--- config.mk ---
export PLATFORM = sky130hd
export DESIGN_NAME = exec_controller
export DESIGN_NICKNAME = d
export VERILOG_FILES = /design/src/rtl/exec_controller.sv
export SDC_FILE = /design/constraint.sdc
export NUM_CORES = 1
export LEC_CHECK = 0
export ABC_AREA = 1
export CAP_MARGIN = 20
export CORE_ASPECT_RATIO = 1.2
export CORE_MARGIN = 8
export CORE_UTILIZATION = 35
export CTS_CLUSTER_DIAMETER = 120
export DETAILED_ROUTE_END_ITERATION = 10
export PLACE_DENSITY = 0.77
export SKIP_CTS_REPAIR_TIMING = 1
export SYNTH_ARGS = -nofsm -noshare
export SYNTH_HDL_FRONTEND = slang
export SYNTH_SLANG_ARGS = --single-unit
--- constraint.sdc ---
create_clock -name CLK -period 2.33 [get_ports CLK]
set_input_delay 0.466 -clock CLK [delete_from_list [all_inputs] [get_ports CLK]]
set_output_delay 0.466 -clock CLK [all_outputs]
set_load 0.005 [all_outputs]
--- src/rtl/exec_controller.sv ---
// Run/halt/single-step sequencer with PC breakpoint, executed-cycle counter and data-memory arbitration.
// Latency: core_en and the memory mux are combinational; bp_hit and host_mem_ack appear one cycle after their cause.
// Backpressure: host_cmd_ready drops in STEP and MEM, and in HALT while a host memory request is pending.
//
// Ports:
//   CLK, reset                        - clock, synchronous active-high reset
//   host_cmd_valid/host_cmd/_data     - RUN/HALT/STEP/SETBP command channel, host_cmd_ready accepts
//   pc_in                             - current core PC, compared against the breakpoint
//   core_en, halted, bp_hit           - core progress gate and status
//   cycle_count                       - number of cycles with core_en=1 (wraps)
//   core_mem_*                        - core side of the data memory
//   host_mem_*                        - host debug access, serviced only while halted
//   mem_*                             - single-port data memory, 1-cycle read latency
module exec_controller #(
    parameter int ADDR_W        = 12,
    parameter int DATA_W        = 16,
    parameter int CNT_W         = 32,
    parameter int START_RUNNING = 0
) (
    input  logic              CLK,
    input  logic              reset,
    input  logic              host_cmd_valid,
    input  logic [1:0]        host_cmd,
    input  logic [DATA_W-1:0] host_cmd_data,
    output logic              host_cmd_ready,
    input  logic [DATA_W-1:0] pc_in,
    output logic              core_en,
    output logic              halted,
    output logic              bp_hit,
    output logic [CNT_W-1:0]  cycle_count,
    input  logic [ADDR_W-1:0] core_mem_addr,
    input  logic              core_mem_we,
    input  logic [DATA_W-1:0] core_mem_wdata,
    input  logic              host_mem_req,
    input  logic              host_mem_we,
    input  logic [ADDR_W-1:0] host_mem_addr,
    input  logic [DATA_W-1:0] host_mem_wdata,
    output logic              host_mem_ack,
    output logic [DATA_W-1:0] host_mem_rdata,
    output logic [ADDR_W-1:0] mem_addr,
    output logic              mem_we,
    output logic [DATA_W-1:0] mem_wdata,
    input  logic [DATA_W-1:0] mem_rdata
);

    typedef enum logic [1:0] {
        S_HALT = 2'd0,
        S_RUN  = 2'd1,
        S_STEP = 2'd2,
        S_MEM  = 2'd3
    } state_t;

    localparam logic [1:0] CMD_RUN   = 2'b00;
    localparam logic [1:0] CMD_HALT  = 2'b01;
    localparam logic [1:0] CMD_STEP  = 2'b10;
    localparam logic [1:0] CMD_SETBP = 2'b11;

    localparam state_t RESET_STATE = (START_RUNNING != 0) ? S_RUN : S_HALT;

    state_t            state;
    state_t            state_nxt;
    logic              resume;
    logic              bp_en;
    logic [DATA_W-1:0] bp_pc;
    logic              mem_rd_q;
    logic              bp_match;
    logic              cmd_acc;
    logic              host_sel;

    // resume masks the breakpoint for the first cycle after a RUN/STEP so
    // the core can leave the PC it stopped on.
    assign bp_match = bp_en && (pc_in == bp_pc) && !resume;
    assign cmd_acc  = host_cmd_valid && host_cmd_ready;
    assign halted   = (state == S_HALT) || (state == S_MEM);

    // Reset overrides the combinational outputs too, so nothing advances,
    // writes or acknowledges while it is held.
    always_comb begin
        host_cmd_ready = 1'b0;
        core_en        = 1'b0;
        case (state)
            S_HALT: host_cmd_ready = !host_mem_req;
            S_RUN: begin
                host_cmd_ready = 1'b1;
                core_en        = !bp_match;
            end
            S_STEP: core_en = 1'b1;
            default: ;
        endcase
        if (reset) begin
            host_cmd_ready = 1'b0;
            core_en        = 1'b0;
        end
    end

    always_comb begin
        state_nxt = state;
        case (state)
            S_HALT: begin
                if (host_mem_req) begin
                    state_nxt = S_MEM;
                end else if (cmd_acc && host_cmd == CMD_RUN) begin
                    state_nxt = S_RUN;
                end else if (cmd_acc && host_cmd == CMD_STEP) begin
                    state_nxt = S_STEP;
                end
            end
            S_RUN: begin
                // A breakpoint and a HALT command in the same cycle both land in HALT.
                if (bp_match || (cmd_acc && host_cmd == CMD_HALT)) begin
                    state_nxt = S_HALT;
                end
            end
            S_STEP:  state_nxt = S_HALT;
            S_MEM:   state_nxt = S_HALT;
            default: state_nxt = S_HALT;
        endcase
    end

    // Host owns the memory on the request cycle in HALT and for the
    // following MEM cycle; it only writes on the request cycle.
    always_comb begin
        host_sel = ((state == S_HALT) && host_mem_req) || (state == S_MEM);
        if (host_sel) begin
            mem_addr  = host_mem_addr;
            mem_wdata = host_mem_wdata;
            mem_we    = (state == S_HALT) && host_mem_we && !reset;
        end else begin
            mem_addr  = core_mem_addr;
            mem_wdata = core_mem_wdata;
            mem_we    = core_mem_we && core_en;
        end
    end

    assign host_mem_ack   = (state == S_MEM) && !reset;
    assign host_mem_rdata = (host_mem_ack && mem_rd_q) ? mem_rdata : '0;

    always_ff @(posedge CLK) begin
        if (reset) begin
            state       <= RESET_STATE;
            resume      <= 1'b0;
            bp_en       <= 1'b0;
            bp_pc       <= '0;
            cycle_count <= '0;
            bp_hit      <= 1'b0;
            mem_rd_q    <= 1'b0;
        end else begin
            state       <= state_nxt;
            bp_hit      <= (state == S_RUN) && bp_match;
            cycle_count <= cycle_count + {{(CNT_W-1){1'b0}}, core_en};

            if ((state == S_HALT) && host_mem_req) begin
                mem_rd_q <= !host_mem_we;
            end

            if (cmd_acc && (host_cmd == CMD_RUN || host_cmd == CMD_STEP)) begin
                resume <= 1'b1;
            end else if (state == S_RUN) begin
                resume <= 1'b0;
            end

            if (cmd_acc && host_cmd == CMD_SETBP) begin
                bp_en <= host_cmd_data[0];
                bp_pc <= {host_cmd_data[DATA_W-1:1], 1'b0};
            end
        end
    end

endmodule

; ---- Yosys cells after proc, flatten, opt, wreduce, memory -nomap -nowiden
; Cells that the tools add are included.
[totals]
ff_bits = 53
latch_bits = 0
ram_bits = 0
mem_bits_ro = 0
input_bits = 112
out_inout_bits = 82
wordCells = 61
memories = 0
[op_classes]
n_addsub = 1
n_mul = 0
n_div = 0
n_lt_le_gt_ge = 0
eq_ne = 9
shifts = 0
muxes = 15
bitwise = 0
n_reduce_logical = 29
[op_table]
columns = op, n
row1 = $add A32 B1 Y32, 1
row2 = $mux W16, 2
row3 = $eq A16 B16 Y1, 1
row4 = $logic_and A1 B1 Y1, 15
row5 = $mux W12, 1
row6 = $eq A2 B2 Y1 const B, 4
row7 = $mux W2, 4
row8 = $pmux W2 S3, 1
row9 = $logic_not A1 Y1, 5
row10 = $mux W1, 5
row11 = $eq A2 B1 Y1 const B, 2
row12 = $logic_not A2 Y1, 2
row13 = $logic_or A1 B1 Y1, 4
row14 = $ne A4 B4 Y1 const B, 1
row15 = $pmux W1 S2, 2
row16 = $ne A2 B2 Y1 const B, 1
row17 = $reduce_and A2 Y1, 1
row18 = $reduce_bool A2 Y1, 1
row19 = $reduce_or A2 Y1, 1

; ---- Longest topological paths before layout
[logic_depth]
ltp_word = 9
ltp_mapped = 24
ltp_nobuf = 24

; ---- Worst setup path after synthesis
; OpenSTA, ideal clock, no wires.
[synth_timing]
path_type = input-to-reg
start = input port pc_in[2]
end = register cycle_count[26]
setup_time_ns = 0.131
arrival_ns = 2.332
t_required_ns = 2.199
setup_slack_ns = -0.132
cell_stages = 24
n_path_buf = 0
path_cell_list = inv_1 nand2_1 nand2_1 nor2_1 nand2_1 nor2_1 nand2_1 nand2_1 nand2_1 nand2_1 nor2_1 ha_1 ha_1 nand2_2 nor2_4 inv_2 nor2_4 nand2_4 nor2_8 inv_4 nor2_4 nand2_1 nand2_1 a21oi_2
[synth_via]
elab_chain_cells = 7
[synth_lines]
columns = element, line
row1 = start: declaration, 26  ; input logic [DATA_W-1:0] pc_in,
row2 = $eq A16 B16 Y1, 72  ; assign bp_match = bp_en && (pc_in == bp_pc) && !resume;
row3 = $logic_and A1 B1 Y1 (2 in series), 72
row4 = $logic_not A1 Y1, 85  ; core_en = !bp_match;
row5 = $pmux W1 S2, 81  ; case (state)
row6 = $mux W1, 90  ; if (reset) begin
row7 = net core_en, 27  ; output logic core_en,
row8 = $add A32 B1 Y32, 150  ; cycle_count <= cycle_count + {{(CNT_W-1){1'b0}}, core_en};
row9 = end signal: assignment, 150
row10 = end: declaration, 30  ; output logic [CNT_W-1:0] cycle_count,
; The timed path passes the listed nets, and every way through them passes these cells.
; A chain may end at the register's enable or synchronous reset.

; ---- Worst setup path in the final report
[layout_timing]
start = register bp_pc[12]
end = register cycle_count[16]
[layout_via]
elab_chain_cells = 7
[layout_lines]
columns = element, line
row1 = start: declaration, 64  ; logic [DATA_W-1:0] bp_pc;
row2 = start signal: assignment, 164  ; bp_pc <= {host_cmd_data[DATA_W-1:1], 1'b0};
row3 = $eq A16 B16 Y1, 72
row4 = $logic_and A1 B1 Y1 (2 in series), 72
row5 = $logic_not A1 Y1, 85
row6 = $pmux W1 S2, 81
row7 = $mux W1, 90
row8 = $add A32 B1 Y32, 150
; No other way between the ends.

==> reports/qor.json <==
{
  "flow.area_growth_from_synthesis": {"value": 86.4, "unit": "%"},
  "top_level_ports": {"value": 194},
  "violated_checks": {"value": "setup timing"},
  "power-per-cell-area": {"value": 537, "unit": "nW/um^2"},
  "rsz0062_at_grt": {"value": "yes"},
  "netlist_instances": {"value": 515},
  "vias_in_the_first_global_route": {"value": 4160},
  "tritoncts_clock_tree": {"value": "done"},
  "final_routed_wirelength": {"value": 14100, "unit": "um"},
  "first_pass_iters": {"value": 5},
  "nets": {"value": 864},
  "clock_tree.buffer_depth": {"value": 2},
  "clock_latency": {"value": 0.29, "unit": "ns"},
  "clock-sinks": {"value": 53},
  "gp_congestion": {"value": 0.932},
  "start_util": {"value": 0.358},
  "leading_cell_type_in_the_layout_fill_and_taps_excluded": {"value": "clkdlybuf4s50_1"},
  "setup.worst_path.class": {"value": "reg -> reg"},
  "avgSynthCellArea": {"value": 6.62, "unit": "sq um"},
  "fillerInstances": {"value": 762},
  "floorplan.die.height": {"value": 124, "unit": "um"},
  "ys_ff_latch": {"value": 53},
  "yosys_warnings": {"value": 0},
  "p_leak": {"value": 3.24, "unit": "nW"},
  "antenna_violating_nets_post_route": {"value": 0},
  "synthesis.nets": {"value": 633},
  "cts_buffers": {"value": 5},
  "seq_power_share": {"value": 0.295},
  "post_drt_wl_per_cell": {"value": 16.2, "unit": "um"},
  "setup_slack_placement": {"value": -0.823, "unit": "ns"},
  "floorplan.die.width": {"value": 106, "unit": "um"},
  "yosys-top-cells-area": {"value": "dfxtp_1 31%, nand2_1 13%, inv_1 9.2%"},
  "grt_util_all_layers": {"value": 0.188},
  "finalPower": {"value": 3.42, "unit": "mW"},
  "power.switching_fraction": {"value": 0.309},
  "layout_common_cells": {"value": "129 x clkdlybuf4s50_1, 104 x nand2_1, 60 x inv_1, 60 x dlymetal6s2s_1, 51 x nor2_1"},
  "reg2reg_depth": {"value": 23},
  "worst_hold_path_class": {"value": "reg -> reg"},
  "power_report.internal_total": {"value": 2.36, "unit": "mW"},
  "grt_start_max_net_pins": {"value": 33},
  "timing.final.crit_period": {"value": 2.55, "unit": "ns"},
  "num_rows": {"value": 39},
  "slew_violations": {"value": 0},
  "max_cap_violations": {"value": 0},
  "timing.critical_path.from_type": {"value": "flip-flop"},
  "timing.slew.headroom": {"value": 0.763},
  "synth_largest_area_cell": {"value": "dfxtp_1"},
  "skew": {"value": 0.00701, "unit": "ns"},
  "finalWorstSetupSlack": {"value": -0.223, "unit": "ns"},
  "finalCritPeriodShare": {"value": 1.10},
  "core_region_area": {"value": 9520, "unit": "sq um"},
  "mappedNetlistArea": {"value": 3410, "unit": "sq um"},
  "timing.hold.worst_path_depth": {"value": 2},
  "clkTransAtPathRegs": {"value": 0.07, "unit": "ns"},
  "first_iter_violations": {"value": 198},
  "fmax": {"value": 0.392, "unit": "GHz"},
  "synth-seq-area-share": {"value": 0.311},
  "cp.arrival": {"value": 2.73, "unit": "ns"},
  "via_per_inst": {"value": 4.82},
  "hold_violations": {"value": 0},
  "net-switching-power": {"value": 1.06, "unit": "mW"},
  "critPathMaxFanout": {"value": 4},
  "seqCellArea": {"value": 1080, "unit": "sq um"},
  "global_route_wire_length_before_repair": {"value": 20100, "unit": "um"},
  "run_status": {"value": "finished with violations"},
  "setup_violations": {"value": 19},
  "buffers_on_ports": {"value": 193},
  "dieArea": {"value": 13200, "unit": "sq um"},
  "footprint_of_the_multi_input_gates": {"value": 2130, "unit": "sq um"},
  "clock_tree.htree_level_count": {"value": 2},
  "worst_slew_pin_slew": {"value": 0.354, "unit": "ns"},
  "clock-root-buffer": {"value": "clkbuf_16"},
  "drive_gt1_frac": {"value": 0.249},
  "crit_path_end_kind": {"value": "flip-flop"},
  "worst_vdd_ir": {"value": 419, "unit": "uV"},
  "overflow": {"value": 0},
  "synth_cell_types": {"value": 37},
  "drt_drc_violations_left": {"value": 0},
  "clock_power_share": {"value": 0.218},
  "dp.final_hpwl": {"value": 11000, "unit": "um"},
  "antenna_found_initial": {"value": 0},
  "pwr-share-comb": {"value": 0.488},
  "via_count": {"value": 4195},
  "diodes": {"value": 0},
  "synthDominantCellAreaShare": {"value": 0.311},
  "crit_required": {"value": 2.50, "unit": "ns"}
}
==> cell usage after synthesis <==
| cell type | count |
|---|---|
| nand2_1 | 118 |
| inv_1 | 84 |
| nor2_1 | 59 |
| dfxtp_1 | 53 |
| a21oi_1 | 42 |
| mux2_2 | 28 |
| nand3_1 | 21 |
| o21ai_0 | 19 |
| nor3_1 | 10 |
| o21ai_1 | 8 |
| buf_2 | 7 |
| inv_2 | 7 |
| nor2_2 | 7 |
| clkbuf_1 | 6 |
| ha_1 | 6 |
| nand4_1 | 6 |
| or2_0 | 5 |
| nor2_4 | 4 |
| nand2_2 | 3 |
| nand2_4 | 2 |
| nand3_2 | 2 |
| nor4_1 | 2 |
| xnor2_1 | 2 |
| a21oi_2 | 1 |
| a21oi_4 | 1 |
| a311oi_1 | 1 |
| and2_1 | 1 |
| inv_4 | 1 |
| nand2b_1 | 1 |
| nand3b_1 | 1 |
| nand3b_2 | 1 |
| nor2_8 | 1 |
| nor3_2 | 1 |
| nor3_4 | 1 |
| nor4_2 | 1 |
| o21a_1 | 1 |
| xor2_1 | 1 |
==> sequential cells by signal, indices dropped and copies added (netlist names) <==
register / count
resume: 1
cycle_count: 32
state: 2
bp_pc: 15
bp_hit: 1
mem_rd_q: 1
bp_en: 1
==> path summary, 6_finish.rpt <==
path         slack, ns              startpoint                         end
max reg2reg      -0.22  bp_pc[12]$_SDFFE_PP0P_  cycle_count[16]$_SDFF_PP0_
max              -0.22  bp_pc[12]$_SDFFE_PP0P_  cycle_count[16]$_SDFF_PP0_
min               0.45      bp_en$_SDFFE_PP0P_          bp_en$_SDFFE_PP0P_
min reg2reg       0.45      bp_en$_SDFFE_PP0P_          bp_en$_SDFFE_PP0P_
==> power by group through the flow <==
stage | combinational (mW) | sequential (mW) | clock (mW)
floorplan | 0.651 | 0.997 | 0
global placement | 1.43 | 1.00 | 0
detailed placement | 1.46 | 1.00 | 0
CTS | 1.48 | 0.984 | 0.761
global route | 1.79 | 1.01 | 0.796
finish | 1.67 | 1.01 | 0.744
==> cell families (layout without fill, tap and decap cells) <==
family,after synthesis,count (layout),synth area share
xor+xnor,3,3,0.00771
buf+inv,105,337,0.119
fa+ha+maj,6,6,0.0220
simple gates,247,247,0.335
mux,28,28,0.0924
flops,53,53,0.311
compound gates,73,73,0.113
==> final cells by class <==
class,count,share of cell area
repair buffers,237,0.389
inverters,92,0.0579
clock buffers,5,0.0197
clock inverters,3,0.00335
multi-input cells,357,0.336
flip-flops and latches,53,0.170
well taps,123,0.0242
==> through the flow <==
step	cells	utilization	instance area [sq um]	setup TNS (ns)	hold WS [ns]
finish	870	0.668	6360	-1.86	0.445
global route	870	0.668	6360	-6.21	0.462
CTS	856	0.618	5880	-20.36	0.447
detailed placement	848	0.602	5730	-28.80	0.435
global placement	848	0.602	5730	-26.58	0.434
floorplan	515	-	3450	-0.220	0.425
==> routing by layer <==
metal  part of all wire  track usage  up-vias
met2               0.51        0.326      161
li1                   -            -     2081
met3              0.069       0.0559       26
met5                  0            0        -
met4              0.018       0.0529        0
met1               0.41        0.220     1927
==> worst max-delay path, cell delays in order, from the launching register on <==
cell	delay, ns
dfxtp_1	0.31
inv_1	0.07
nand2_1	0.05
nand2_1	0.07
nor2_1	0.06
nand2_1	0.07
nor2_2	0.04
nand2_2	0.08
nand2_1	0.05
nand2_1	0.08
nand2_1	0.06
nor2_2	0.13
ha_2	0.22
ha_4	0.15
nand2_4	0.06
nor2_4	0.12
inv_2	0.05
nor2_4	0.14
nand2_4	0.09
nor2_8	0.16
inv_4	0.06
nor2_4	0.10
xnor2_1	0.14
nor2_1	0.07
(Power assumes the default switching activity.)
